**src/rtl/instr_encoder.sv**
```systemverilog
// Packs decoded instruction fields into R/I/J words, queues them in a small FIFO
// and writes them to consecutive instruction-memory addresses over a req/ack port.
module instr_encoder #(
    parameter int unsigned DEPTH = 4
) (
    input  logic        clk,
    input  logic        rst,
    input  logic        start,
    input  logic [31:0] base_addr,
    input  logic        in_valid,
    output logic        in_ready,
    input  logic        in_last,
    input  logic [1:0]  fmt,
    input  logic [5:0]  op,
    input  logic [4:0]  rs,
    input  logic [4:0]  rt,
    input  logic [4:0]  rd,
    input  logic [4:0]  shamt,
    input  logic [5:0]  funct,
    input  logic [15:0] imm,
    input  logic [25:0] target,
    output logic        mem_req,
    output logic [31:0] mem_addr,
    output logic [31:0] mem_wdata,
    input  logic        mem_ack,
    output logic        busy,
    output logic        done,
    output logic        fmt_err,
    output logic [15:0] count
);

    localparam int unsigned AW = $clog2(DEPTH);

    typedef enum logic [1:0] {
        IDLE  = 2'd0,
        LOAD  = 2'd1,
        DRAIN = 2'd2,
        FIN   = 2'd3
    } state_t;

    state_t       state_q;
    logic [31:0]  fifo_q [DEPTH];
    logic [AW:0]  wr_ptr_q;
    logic [AW:0]  rd_ptr_q;
    logic [31:0]  addr_q;
    logic [15:0]  count_q;
    logic         err_q;

    logic [AW:0]  level;
    logic         empty;
    logic         full;
    logic         accept;
    logic         push;
    logic         pop;
    logic         last_pop;
    logic [31:0]  word_d;

    assign level    = wr_ptr_q - rd_ptr_q;
    assign empty    = (wr_ptr_q == rd_ptr_q);
    assign full     = (wr_ptr_q[AW] != rd_ptr_q[AW]) &&
                      (wr_ptr_q[AW-1:0] == rd_ptr_q[AW-1:0]);

    assign in_ready = (state_q == LOAD) && !full;
    assign accept   = in_valid && in_ready;
    assign push     = accept && (fmt != 2'd3);
    assign mem_req  = !empty;
    assign pop      = mem_req && mem_ack;
    // Lets DRAIN leave on the edge of the final ack instead of one cycle later.
    assign last_pop = pop && (level == (AW+1)'(1));

    assign mem_addr  = addr_q;
    assign mem_wdata = mem_req ? fifo_q[rd_ptr_q[AW-1:0]] : '0;
    assign busy      = (state_q != IDLE);
    assign done      = (state_q == FIN);
    assign fmt_err   = err_q;
    assign count     = count_q;

    always_comb begin
        word_d = '0;
        case (fmt)
            2'd0:    word_d = {op, rs, rt, rd, shamt, funct};
            2'd1:    word_d = {op, rs, rt, imm};
            2'd2:    word_d = {op, target};
            default: word_d = '0;
        endcase
    end

    always_ff @(posedge clk) begin
        if (push) begin
            fifo_q[wr_ptr_q[AW-1:0]] <= word_d;
        end
    end

    always_ff @(posedge clk or negedge rst) begin
        if (!rst) begin
            state_q  <= IDLE;
            wr_ptr_q <= '0;
            rd_ptr_q <= '0;
            addr_q   <= '0;
            count_q  <= '0;
            err_q    <= 1'b0;
        end else begin
            if (pop) begin
                rd_ptr_q <= rd_ptr_q + 1'b1;
                addr_q   <= addr_q + 32'd4;
                count_q  <= count_q + 16'd1;
            end
            if (push) begin
                wr_ptr_q <= wr_ptr_q + 1'b1;
            end
            case (state_q)
                IDLE: begin
                    if (start) begin
                        state_q  <= LOAD;
                        addr_q   <= base_addr;
                        count_q  <= '0;
                        err_q    <= 1'b0;
                        wr_ptr_q <= '0;
                        rd_ptr_q <= '0;
                    end
                end
                LOAD: begin
                    if (accept && (fmt == 2'd3)) begin
                        err_q <= 1'b1;
                    end
                    if (accept && in_last) begin
                        state_q <= DRAIN;
                    end
                end
                DRAIN: begin
                    if (empty || last_pop) begin
                        state_q <= FIN;
                    end
                end
                FIN: begin
                    state_q <= IDLE;
                end
                default: state_q <= IDLE;
            endcase
        end
    end

endmodule

```
**config.mk**
```make
export PLATFORM = sky130hd
export DESIGN_NAME = instr_encoder
export DESIGN_NICKNAME = d
export VERILOG_FILES = /design/src/rtl/instr_encoder.sv
export SDC_FILE = /design/constraint.sdc
export NUM_CORES = 1
export LEC_CHECK = 0
export CORE_ASPECT_RATIO = 1.4
export CORE_MARGIN = 10
export CORE_UTILIZATION = 54
export CTS_BUF_LIST = sky130_fd_sc_hd__clkbuf_16
export CTS_CLUSTER_SIZE = 20
export DETAILED_ROUTE_END_ITERATION = 8
export HOLD_SLACK_MARGIN = 0.08
export PLACE_DENSITY = 0.85
export SYNTH_ARGS = -nofsm -noshare
export SYNTH_HDL_FRONTEND = slang
export SYNTH_SLANG_ARGS = --single-unit
```
**constraint.sdc**
```tcl
create_clock -name clk -period 7.6 [get_ports clk]
set_clock_uncertainty 0.2 [all_clocks]
set_input_delay 1.14 -clock clk [delete_from_list [all_inputs] [get_ports clk]]
set_output_delay 1.14 -clock clk [all_outputs]
set_load 0.05 [all_outputs]
```
# After elaboration in Yosys (flattened, before gate mapping)
# Memory sizes are Yosys's and may differ from the RTL's.
# Index checks and enable logic that the tools add are counted.
# totals
register_bits	57
mem_bits_rw	128
inputBits	114
mem_count	1
# op_classes
add_sub_neg	5
eq_ne	15
mux	23
reduce_logical	17
# mem_list
name	words	width	read_ports	rd_clocked_by_memory_dff	write_ports	line	text
fifo_q	4	32	1	0	1	42	logic [31:0] fifo_q [DEPTH];
# op_table
op	n
$mux 32	4
$pmux 32 s3	1
$mux 16	3
$add 32x3->32 const B	1
$mux 3	6
$add 16x1->16 const B	1
$eq 2x2->1 const B	4
$logic_and 1x1->1	8
$pmux 2 s4	1
$add 3x1->3 const B	2
$mux 2	3
$ne 2x2->1 const B	3
$reduce_and 3->1	2
$eq 2x1->1 const B	2
$logic_not 2->1	2
$mux 1	4
$ne 2x1->1 const B	2
$reduce_bool 2->1	2
$eq 3x1->1 const B	1
$eq 3x3->1	1
$sub 3x3->3	1
$eq 2x2->1	1
$logic_not 1->1	2
$pmux 1 s2	1
other kinds (2)	2

# Depth between registers and ports, before layout
# Gate-level depths: netlist of run 1.
# logic_depth
ltp_word	9
ltp_mapped	10
mapped_depth_nobuf	7

# Worst setup path before layout of run 1
# No wires, ideal clock.
# synth_path
kind	reg2out
startpoint	register rd_ptr_q[1]
endpoint	output port mem_wdata[22]
arrival_ns	2.599
t_required_ns	6.260
slack_ns	3.661
stages_incl_launch_ff	8
path_cell_list	dfrtp_1 -> clkbuf_1 -> buf_1 -> inv_1 -> ha_1 -> nand3_1 -> clkbuf_1 -> and2_1
# synth_via
elab_chain_len	2
# synth_rtl
item	line	text
from (decl)	44	logic [AW:0] rd_ptr_q;
from (signal assigned)	104	rd_ptr_q <= rd_ptr_q + 1'b1;
$mem_v2 4x32 / $eq 3x3->1 (equally long branches)	--	
$mux 32 *	72	assign mem_wdata = mem_req ? fifo_q[rd_ptr_q[AW-1:0]] : '0;
to (decl)	24	output logic [31:0] mem_wdata,
# Mark *: on every way between the ends. The rest lies on a longest branch, timed or not.

# Worst setup path after layout of run 1
# layout_path
startpoint	register rd_ptr_q[1]
endpoint	output port mem_wdata[10]
# The elaborated chain is that of the path after synthesis.

==> impl_metrics.toml, run 1 <==
[final_layout]
layout.cells.non_filler = 1054
post-route-util = 0.723
antennaDiodeCount = 0
nFillCells = 1035
syn2layout_area_growth_pct = 31.3
layout-drive-gt1-share = 0.103
nets = 974

[critical_path]
cp-end-kind = "primary output"
r2r_cells = 5
crit_chain = "inv_1, ha_1, nand3_1, and2_1, clkdlybuf4s50_1"
crit_slowest_cell = "dfrtp_2"
crit_family = "simple AND/OR/NAND/NOR gates"
setup.worst_path.end = "mem_wdata[10]"
worstReg2RegEnd = "state_q[1]"
critical_path_required_ns = 6.26
crit_cells = 5
cp-start-kind = "register"
crit_buf_inv = 2
rrSetupSlack_ns = 3.94
max_stage_delay_ns = 0.97
critical_path_arrival_ns = 3.86
crit_fanout = 36
crit_type = "reg -> out"
rr_startpoint = "rd_ptr_q[1]"
crit_path_start = "rd_ptr_q[1]"

[floorplan]
ios = 199
fp.dieH_um = 170
dieWidth_um = 127
die_area_mm2 = 0.0215
initial_core_util = 0.551
rows = 54
core_mm2 = 0.0157

[routing]
drc = 0
routed.top_layer = "met4"
post_drt_wl_per_cell_um = 20.0
viasPerCell = 5.65
wl_met2_um = 10700
wl_met1_um = 8240
vias = 5954
drtAntennaViolNets = 0
route.met3.wl_um = 2010
drt_iter0_markers = 308
drt_pass1_iterations = 5
wirelength_um = 21100

[timing]
min_period_over_period = 0.684
final-max-slew-violation-count = 0
fin_tns_setup_ns = 0
setup_viol_count_final = 0
timing.fmax_ghz = 0.192
rsz0062_at_grt = "false"
worst_pin_slew_ns = 1.17
maxSlewHeadroom = 0.218
hold_viol = 0
layout_min_cycle_time_ns = 5.20
hold-worst-slack_ns = 0.289

[clock_tree]
cts_resized = 0
cts.path.max_buffers = 2
cts_setup_buffers = 0
insertion_delay_ns = 0.43
holdBufCountCts = 0
clk_root_buffer_cell = "clkbuf_16"
cts_inserted_buffers = 17
cts_htree_levels = 4
clock-sinks = 185
clk_pin_slew_ns = 0.07
cts_tree = "yes"

[synth]
synth_area_per_cell_um2 = 13.1
syn_inst = 657
synth.distinct_cells = 45
synth_area_mm2 = 0.00863
ys.flop_type = "edfxtp_1"
ys_seq_elements = 185
ys_seq_area_frac = 0.610
async_flop_share = 0.308
synth_edf_count = 128
yosys_warnings = 0
syn_nets = 785

[grt]
grtUsageTotal = 0.196
antenna_found_initial = 0
grt_pass1_vias = 6375
overflow = 0
grt_pass1_wl_um = 33900
grt_max_degree = 58

[placed_design]
dp_cells = 1023
hpwl_um = 15000
gp_congestion = 0.855
port_buffers = 198

[power]
power_density_mw_per_mm2 = 410
p_leak_uw = 0.00401
peakVddDrop_mv = 0.482

[status]
outcome = "completed"

[flow_run]
maxCapViolCount = 0

[hold_path]
min_path_type = "reg -> reg"
==> report_power, final <==
group | switching [uW] | internal (uW)
Sequential | 191 | 1240
Combinational | 1510 | 864
Clock | 407 | 438
Total | 2110 | 2540
==> per-stage QoR <==
stage	worst slack (ns)	area [um^2]	power (uW)
4_1_cts	2.38	11300	4690
3_5_place_dp	2.84	10800	3840
6_report	2.40	11300	4650
2_1_floorplan	3.66	8630	3040
3_3_place_gp	3.00	10800	3790
5_1_grt	2.16	11300	4870
==> cell type report <==
cell class | instances | area [um^2] | area share
flip-flops and latches | 185 | 5270 | 0.465
multi-input cells | 419 | 3150 | 0.278
clock inverters | 14 | 155 | 0.0137
clock buffers | 17 | 425 | 0.0375
inverters | 20 | 75.1 | 0.00662
well taps | 196 | 245 | 0.0216
repair buffers | 203 | 2010 | 0.178
==> cell families (layout without fill, tap and decap cells) <==
kind of cell,count (synthesis),in the layout,synth area share
muxes,50,50,0.104
xor gates and xnor gates,48,48,0.0496
and+or+nand+nor,234,234,0.140
adders and majority gates,14,14,0.0212
AOI/OAI and AO/OA,73,73,0.0487
buffers and inverters,53,254,0.0255
DFF,185,185,0.610
==> cell usage after synthesis, types with 8 or more instances <==
cell type	count	area (um^2)
inv_1	20	75.1
dfrtp_1	57	1430
nand4_1	9	56.3
edfxtp_1	128	3840
nor4_1	13	81.3
and2_1	44	275
nand3_1	15	75.1
o21ai_1	15	75.1
ha_1	13	163
xnor2_1	40	350
nand2_1	88	330
mux4_2	32	721
a21oi_1	8	40.0
nor2_1	27	101
mux2i_1	17	170
clkbuf_1	24	90.1
o21ai_0	40	200
nor3_1	14	70.1
==> how the worst min path moves through the flow <==
stage                           start  slack [ns]          end  cells past startpoint
final                     mem_addr[0]        0.29  mem_addr[0]                      2
after detailed placement  mem_addr[0]        0.27  mem_addr[0]                      2
after global placement    mem_addr[1]        0.26  mem_addr[1]                      2
after CTS                 mem_addr[1]        0.29  mem_addr[1]                      2
after floorplan            state_q[0]        0.33   state_q[0]                      1
after global routing      mem_addr[0]        0.33  mem_addr[0]                      2
==> layer usage <==
layer	vias up	global-route usage
met3	21	0.0816
li1	2779	-
met2	214	0.334
met1	2940	0.224
met5	-	0
met4	0	0.0491
==> flip-flops by register name, indices dropped and copies added, names as in the netlist <==
name and count:
fifo_q 128, mem_addr 32, count 16, rd_ptr_q 3
wr_ptr_q 3, state_q 2, fmt_err 1
==> tightest hold or removal path, delay by kind of cell (launching register included) <==
family           cells  cell delay (ns)
flip-flops           1             0.35
AND/OR/NAND/NOR      2             0.11
==> layout by cell type, fill, tap and decap left out, types with 14 or more instances in the layout <==
| cell | instances |
|---|---|
| mux2i_1 | 17 |
| o21ai_0 | 40 |
| xnor2_1 | 40 |
| inv_1 | 20 |
| nand2_1 | 88 |
| clkdlybuf4s50_1 | 197 |
| edfxtp_1 | 128 |
| o21ai_1 | 15 |
| nor2_1 | 27 |
| mux4_2 | 32 |
| clkbuf_16 | 17 |
| nand3_1 | 15 |
| and2_1 | 39 |
| nor3_1 | 14 |
| dfrtp_1 | 55 |
No activity file was read; power rests on OpenSTA's default activity.
==> run 2, diff against run 1 <==
Settings changed: CORE_UTILIZATION 54 to 51, PLACE_DENSITY 0.85 to 0.81.
Clock period 7.6 ns to 4.9 ns, I/O delays scaled along.
==> run 2 against run 1 <==
  * Sequential power grew 55%
  * Hold slack about the same
  * Power grew 57%
  * Wire length is 3.7% higher
  * Cell area rose by 0.51%
  * Register-to-register slack got worse by 2.2 ns
  * Flip-flop and latch count stayed put
  * Non-clock buffer count is 4 higher
  * Critical path depth stayed put
  * Cell count increased by 1.1%
  * Critical path type unchanged
  * Critical endpoint is now in_ready
==> impl_metrics.toml, run 2 (synthesis gave the netlist of run 1 again) <==
[floorplan]
ios = 199
dieWidth_um = 130
initial_core_util = 0.518
die_area_mm2 = 0.0226
fp.dieH_um = 174
core_mm2 = 0.0167
rows = 56

[routing]
drt_pass1_iterations = 5
viasPerCell = 5.59
vias = 5957
drtAntennaViolNets = 0
post_drt_wl_per_cell_um = 20.5
wirelength_um = 21800
drt_iter0_markers = 395
drc = 0

[power]
peakVddDrop_mv = 0.470
p_leak_uw = 0.00404
total_power_uw = 7290
power_density_mw_per_mm2 = 640

[grt]
overflow = 0
grt_pass1_wl_um = 34600
grtUsageTotal = 0.193
grt_max_degree = 56
antenna_found_initial = 1
grt_pass1_vias = 6407

[status]
outcome = "completed"

[final_layout]
nets = 978
largest_reg_flops = 128
post-route-util = 0.684
syn2layout_area_growth_pct = 32.0
layout-drive-gt1-share = 0.105
mostFrequentLayoutCell = "clkdlybuf4s50_1"
antennaDiodeCount = 0
final_cell_mix = "clkdlybuf4s50_1 (197), edfxtp_1 (128), nand2_1 (88)"

[timing]
final-max-slew-violation-count = 0
timing.fmax_ghz = 0.249
hold-worst-slack_ns = 0.290
maxSlewHeadroom = 0.221
hold_viol = 0
worst_pin_slew_ns = 1.16
setup_viol_count_final = 0
rsz0062_at_grt = "false"
layout_min_cycle_time_ns = 4.02
min_period_over_period = 0.820
fin_tns_setup_ns = 0

[clock_tree]
cts_tree = "yes"
clock-sinks = 185
cts_inserted_buffers = 17
cts.path.max_buffers = 2
clk_pin_slew_ns = 0.07
insertion_delay_ns = 0.42
cts_resized = 0
cts_htree_levels = 4
clk_root_buffer_cell = "clkbuf_16"

[critical_path]
cp-start-kind = "register"
critical_path_arrival_ns = 3.08
rrSetupSlack_ns = 1.73
crit_type = "reg -> out"
cp-end-kind = "primary output"
worstReg2RegEnd = "wr_ptr_q[2]"
critical_path_required_ns = 3.96
crit_fanout = 19
r2r_cells = 6
rr_startpoint = "rd_ptr_q[0]"

[hold_path]
hold_depth = 2
min_path_type = "reg -> reg"
hold-path-endpoint = "mem_addr[1]"
holdCritStartpoint = "mem_addr[1]"

[placed_design]
hpwl_um = 15400
port_buffers = 198
gp_congestion = 0.876

[flow_run]
maxCapViolCount = 0
## run 2: stage by stage
stage / worst slack (ns) / area [um^2] / instances
after floorplan: 1.37 / 8630 / 657
after global placement: 1.30 / 10800 / 1033
after detailed placement: 1.28 / 10800 / 1033
after CTS: 0.802 / 11400 / 1066
after global routing: 0.654 / 11400 / 1066
final: 0.881 / 11400 / 1066
## run 2: worst max path at each step
stage / end / slack, ns / startpoint / cells after the start
3_5_place_dp: mem_wdata[18] / 1.28 / rd_ptr_q[0] / 5
3_3_place_gp: in_ready / 1.30 / rd_ptr_q[0] / 5
4_1_cts: mem_wdata[9] / 0.80 / rd_ptr_q[0] / 5
5_1_grt: in_ready / 0.65 / rd_ptr_q[0] / 5
2_1_floorplan: mem_wdata[22] / 1.37 / rd_ptr_q[1] / 7
6_report: in_ready / 0.88 / rd_ptr_q[0] / 5
## run 2: cell type report
cell class | count | area (um^2)
tap | 203 | 254
fill | 1197 | 5280
inverter | 20 | 75.1
clock inverter | 15 | 171
clock buffer | 17 | 425
timing repair buffer | 207 | 2050
multi-input combinational | 419 | 3150
sequential | 185 | 5270
## run 2: per-layer routing
layer / routed length [um] / global-route usage
met1: 8570 / 0.225
met2: 10900 / 0.323
met3: 2200 / 0.0792
met4: 170 / 0.0461
met5: 8 / 0
## run 2: power breakdown
part	internal, uW	switching [uW]	total (uW)	leakage, uW
combinational	1350	2380	3730	0.00186
sequential	1920	293	2220	0.00189
clock	688	656	1340	0.000290
## run 2: repair_timing
action                                 4_1_cts  5_1_grt
buffers inserted                             0        0
hold buffers                                 1        0
endpoints found under the hold margin       14        0
## run 2: worst max-delay path, cell delays in order (launching register included)
cell             delay (ns)
dfrtp_2                0.76
ha_1                   0.37
nand2_1                0.31
nor2_1                 0.11
nor2b_1                0.22
clkdlybuf4s50_1        0.88
==> patch (flow settings as in run 2) <==
The 4 states of `state_t` get a Gray code encoding in 2 bits.
--- a/src/rtl/instr_encoder.sv
+++ b/src/rtl/instr_encoder.sv
@@ -34,6 +34,6 @@
     typedef enum logic [1:0] {
-        IDLE  = 2'd0,
-        LOAD  = 2'd1,
-        DRAIN = 2'd2,
-        FIN   = 2'd3
+        IDLE  = 2'b00,
+        LOAD  = 2'b01,
+        DRAIN = 2'b11,
+        FIN   = 2'b10
     } state_t;
Check against the original RTL: same outputs for any inputs over 4 cycles, from zero or initial values and one cycle with rst low; so few cycles prove little.
==> patch against run 2 <==
- critical endpoint is now mem_wdata[6]
- worst setup slack got worse by 0.14 ns
- critical path depth increased by 1
- clock power decreased by 3%
- sequential cell count unchanged
- final area decreased by 1.0%
- total power increased by 2.0%
- largest cell class unchanged
- global-route usage decreased by 0.62 points
- maximum frequency decreased by 3.4%
- area after synthesis decreased by 0.94%
- routed wire length decreased by 4.5%
- combinational power increased by 4%
==> patch: results (changes against run 2) <==
----------------------------------------------------
[Critical path]
  Crit Path Max Fanout ... 34 (+15)
  Worst endpoint data arrival time ... 3.23 ns (+0.15 ns)

[Synthesis]
  Post-synthesis sequential area ratio ... 61.6% (+0.58 points)
  Most common library cells after synthesis ... sky130_fd_sc_hd__edfxtp_1 (128), sky130_fd_sc_hd__nand2_1 (75), sky130_fd_sc_hd__dfrtp_1 (57), sky130_fd_sc_hd__and2_1 (41), sky130_fd_sc_hd__o21ai_0 (40)
  Synth area leaders ... sky130_fd_sc_hd__edfxtp_1 (45%), sky130_fd_sc_hd__dfrtp_1 (17%), sky130_fd_sc_hd__mux4_2 (8.4%), sky130_fd_sc_hd__nand2_1 (3.3%), sky130_fd_sc_hd__xnor2_1 (3.3%)
  Unique masters post-synth ... 45 (unchanged)
  Post-Synthesis Net Count ... 768 (-2.2%)

[Clock network]
  Total setup buffers inserted after CTS ... 0 (unchanged)
  Root buf cell ... sky130_fd_sc_hd__clkbuf_16
  PostCTS Resize Cnt ... 0 (unchanged)
  Maximum root-to-sink buffer count ... 2 (unchanged)

[Finish]
  Fin nets ... 960 (-1.8%)
  Share of final-layout standard cells stronger than drive strength 1 ... 10.3% (-0.29 points)
  Number of fill cells in the layout ... 1179 (-1.5%)

[Hold path]
  Classification of the worst-slack hold path ... input port to asynchronous set/reset pin

[Global routing]
  Antenna violations before repair ... 1 (unchanged)
  Maximum number of pins on one net before global-route repair ... 58 (+3.6%)
  Via count of the first global-routing pass ... 6280 (-2.0%)
  Global-route wire length before repair ... 33300 µm (-3.6%)
  Gr usage total ... 18.7% (-0.62 points)

[STA]
  Worst-Margin Slew ... 1.29 ns (+0.125 ns)

[Place]
  Detail Placement HPWL ... 15000 µm (-2.6%)
  Routability cong. ... 0.864 (-1.4%)

[Power]
  Leakage ... 4.07 nW (+0.69%)
  Worst voltage drop across the vdd grid ... 0.000447 V (-5.0%)

[Drt]
  Vias per std cell ... 5.55 (-0.72%)
  First DRT Iteration DRCs ... 378 (-4.3%)
  Final Routed Wirelength ... 20900 µm (-4.5%)
  Number of iterations in the first detailed-routing pass ... 6 (+1)

[Status]
  Result of the run ... finished clean

----------------------------------------------------
==> patch: changes by cell type after synthesis, moves of 4 or more <==
cell / change
sky130_fd_sc_hd__nand2_1: -13
sky130_fd_sc_hd__xor2_1: +11
sky130_fd_sc_hd__nor4_1: -10
sky130_fd_sc_hd__xnor2_1: -8
sky130_fd_sc_hd__and3_1: +7
sky130_fd_sc_hd__nand3b_1: +7
sky130_fd_sc_hd__ha_1: -4
==> patch: metrics by stage <==
step	instances	hold WS, ns	total power, mW	cell area [µm²]	worst slack, ns
floorplan	644	0.239	4.89	8550	1.24
global placement	1020	0.268	6.11	10700	1.31
detailed placement	1020	0.284	6.20	10700	1.16
CTS	1051	0.262	7.51	11300	0.697
global route	1051	0.293	7.81	11300	0.510
finish	1051	0.245	7.44	11300	0.737
==> patch: report_power, final <==
| part | leakage, nW | internal (mW) | switching (mW) |
|---|---|---|---|
| clock | 0.276 | 0.678 | 0.622 |
| combinational | 1.91 | 1.39 | 2.48 |
| sequential | 1.89 | 2.01 | 0.264 |
==> patch: critical path, cell delays in order, from the launching register on <==
cell                              delay, ns
sky130_fd_sc_hd__dfrtp_1               0.42
sky130_fd_sc_hd__inv_1                 0.11
sky130_fd_sc_hd__ha_1                  0.32
sky130_fd_sc_hd__and2_1                0.18
sky130_fd_sc_hd__nand2_1               0.69
sky130_fd_sc_hd__and2_1                0.25
sky130_fd_sc_hd__clkdlybuf4s50_1       0.82
==> patch: area by class of cell <==
class | count | share of cell area, %
well taps | 203 | 2.25
inverters | 18 | 0.599
clock inverters | 14 | 1.31
repair buffers | 205 | 17.9
multi-input cells | 409 | 27.4
clock buffers | 17 | 3.77
flip-flops and latches | 185 | 46.7
==> patch: worst paths after layout <==
path | slack, ns | to | depth (start not counted) | start
max in group asynchronous | 3.74 | rd_ptr_q[0] | 2 | rst
max reg2reg | 1.99 | wr_ptr_q[2] | 7 | wr_ptr_q[0]
min | 0.25 | mem_addr[27] | 2 | rst
min in group clk | 0.30 | mem_addr[0] | 2 | mem_addr[0]
max | 0.74 | mem_wdata[6] | 6 | wr_ptr_q[0]
min reg2reg | 0.30 | mem_addr[0] | 2 | mem_addr[0]
==> patch: logic make-up after synthesis <==
kind of cell / count (synthesis) / synth area share [%]
compound gates: 77 / 5.02
xor+xnor: 50 / 5.12
fa+ha+maj: 10 / 1.55
buf+inv: 50 / 2.36
flops: 185 / 61.6
mux: 48 / 10.3
simple gates: 224 / 14.0
==> patch: layer usage <==
metal	up-vias	global-route usage (%)	wire length (µm)
met5	-	0	8
met4	2	4.89	227
met1	2842	21.6	8250
li1	2734	-	-
met3	18	8.11	2120
met2	235	31.0	10300
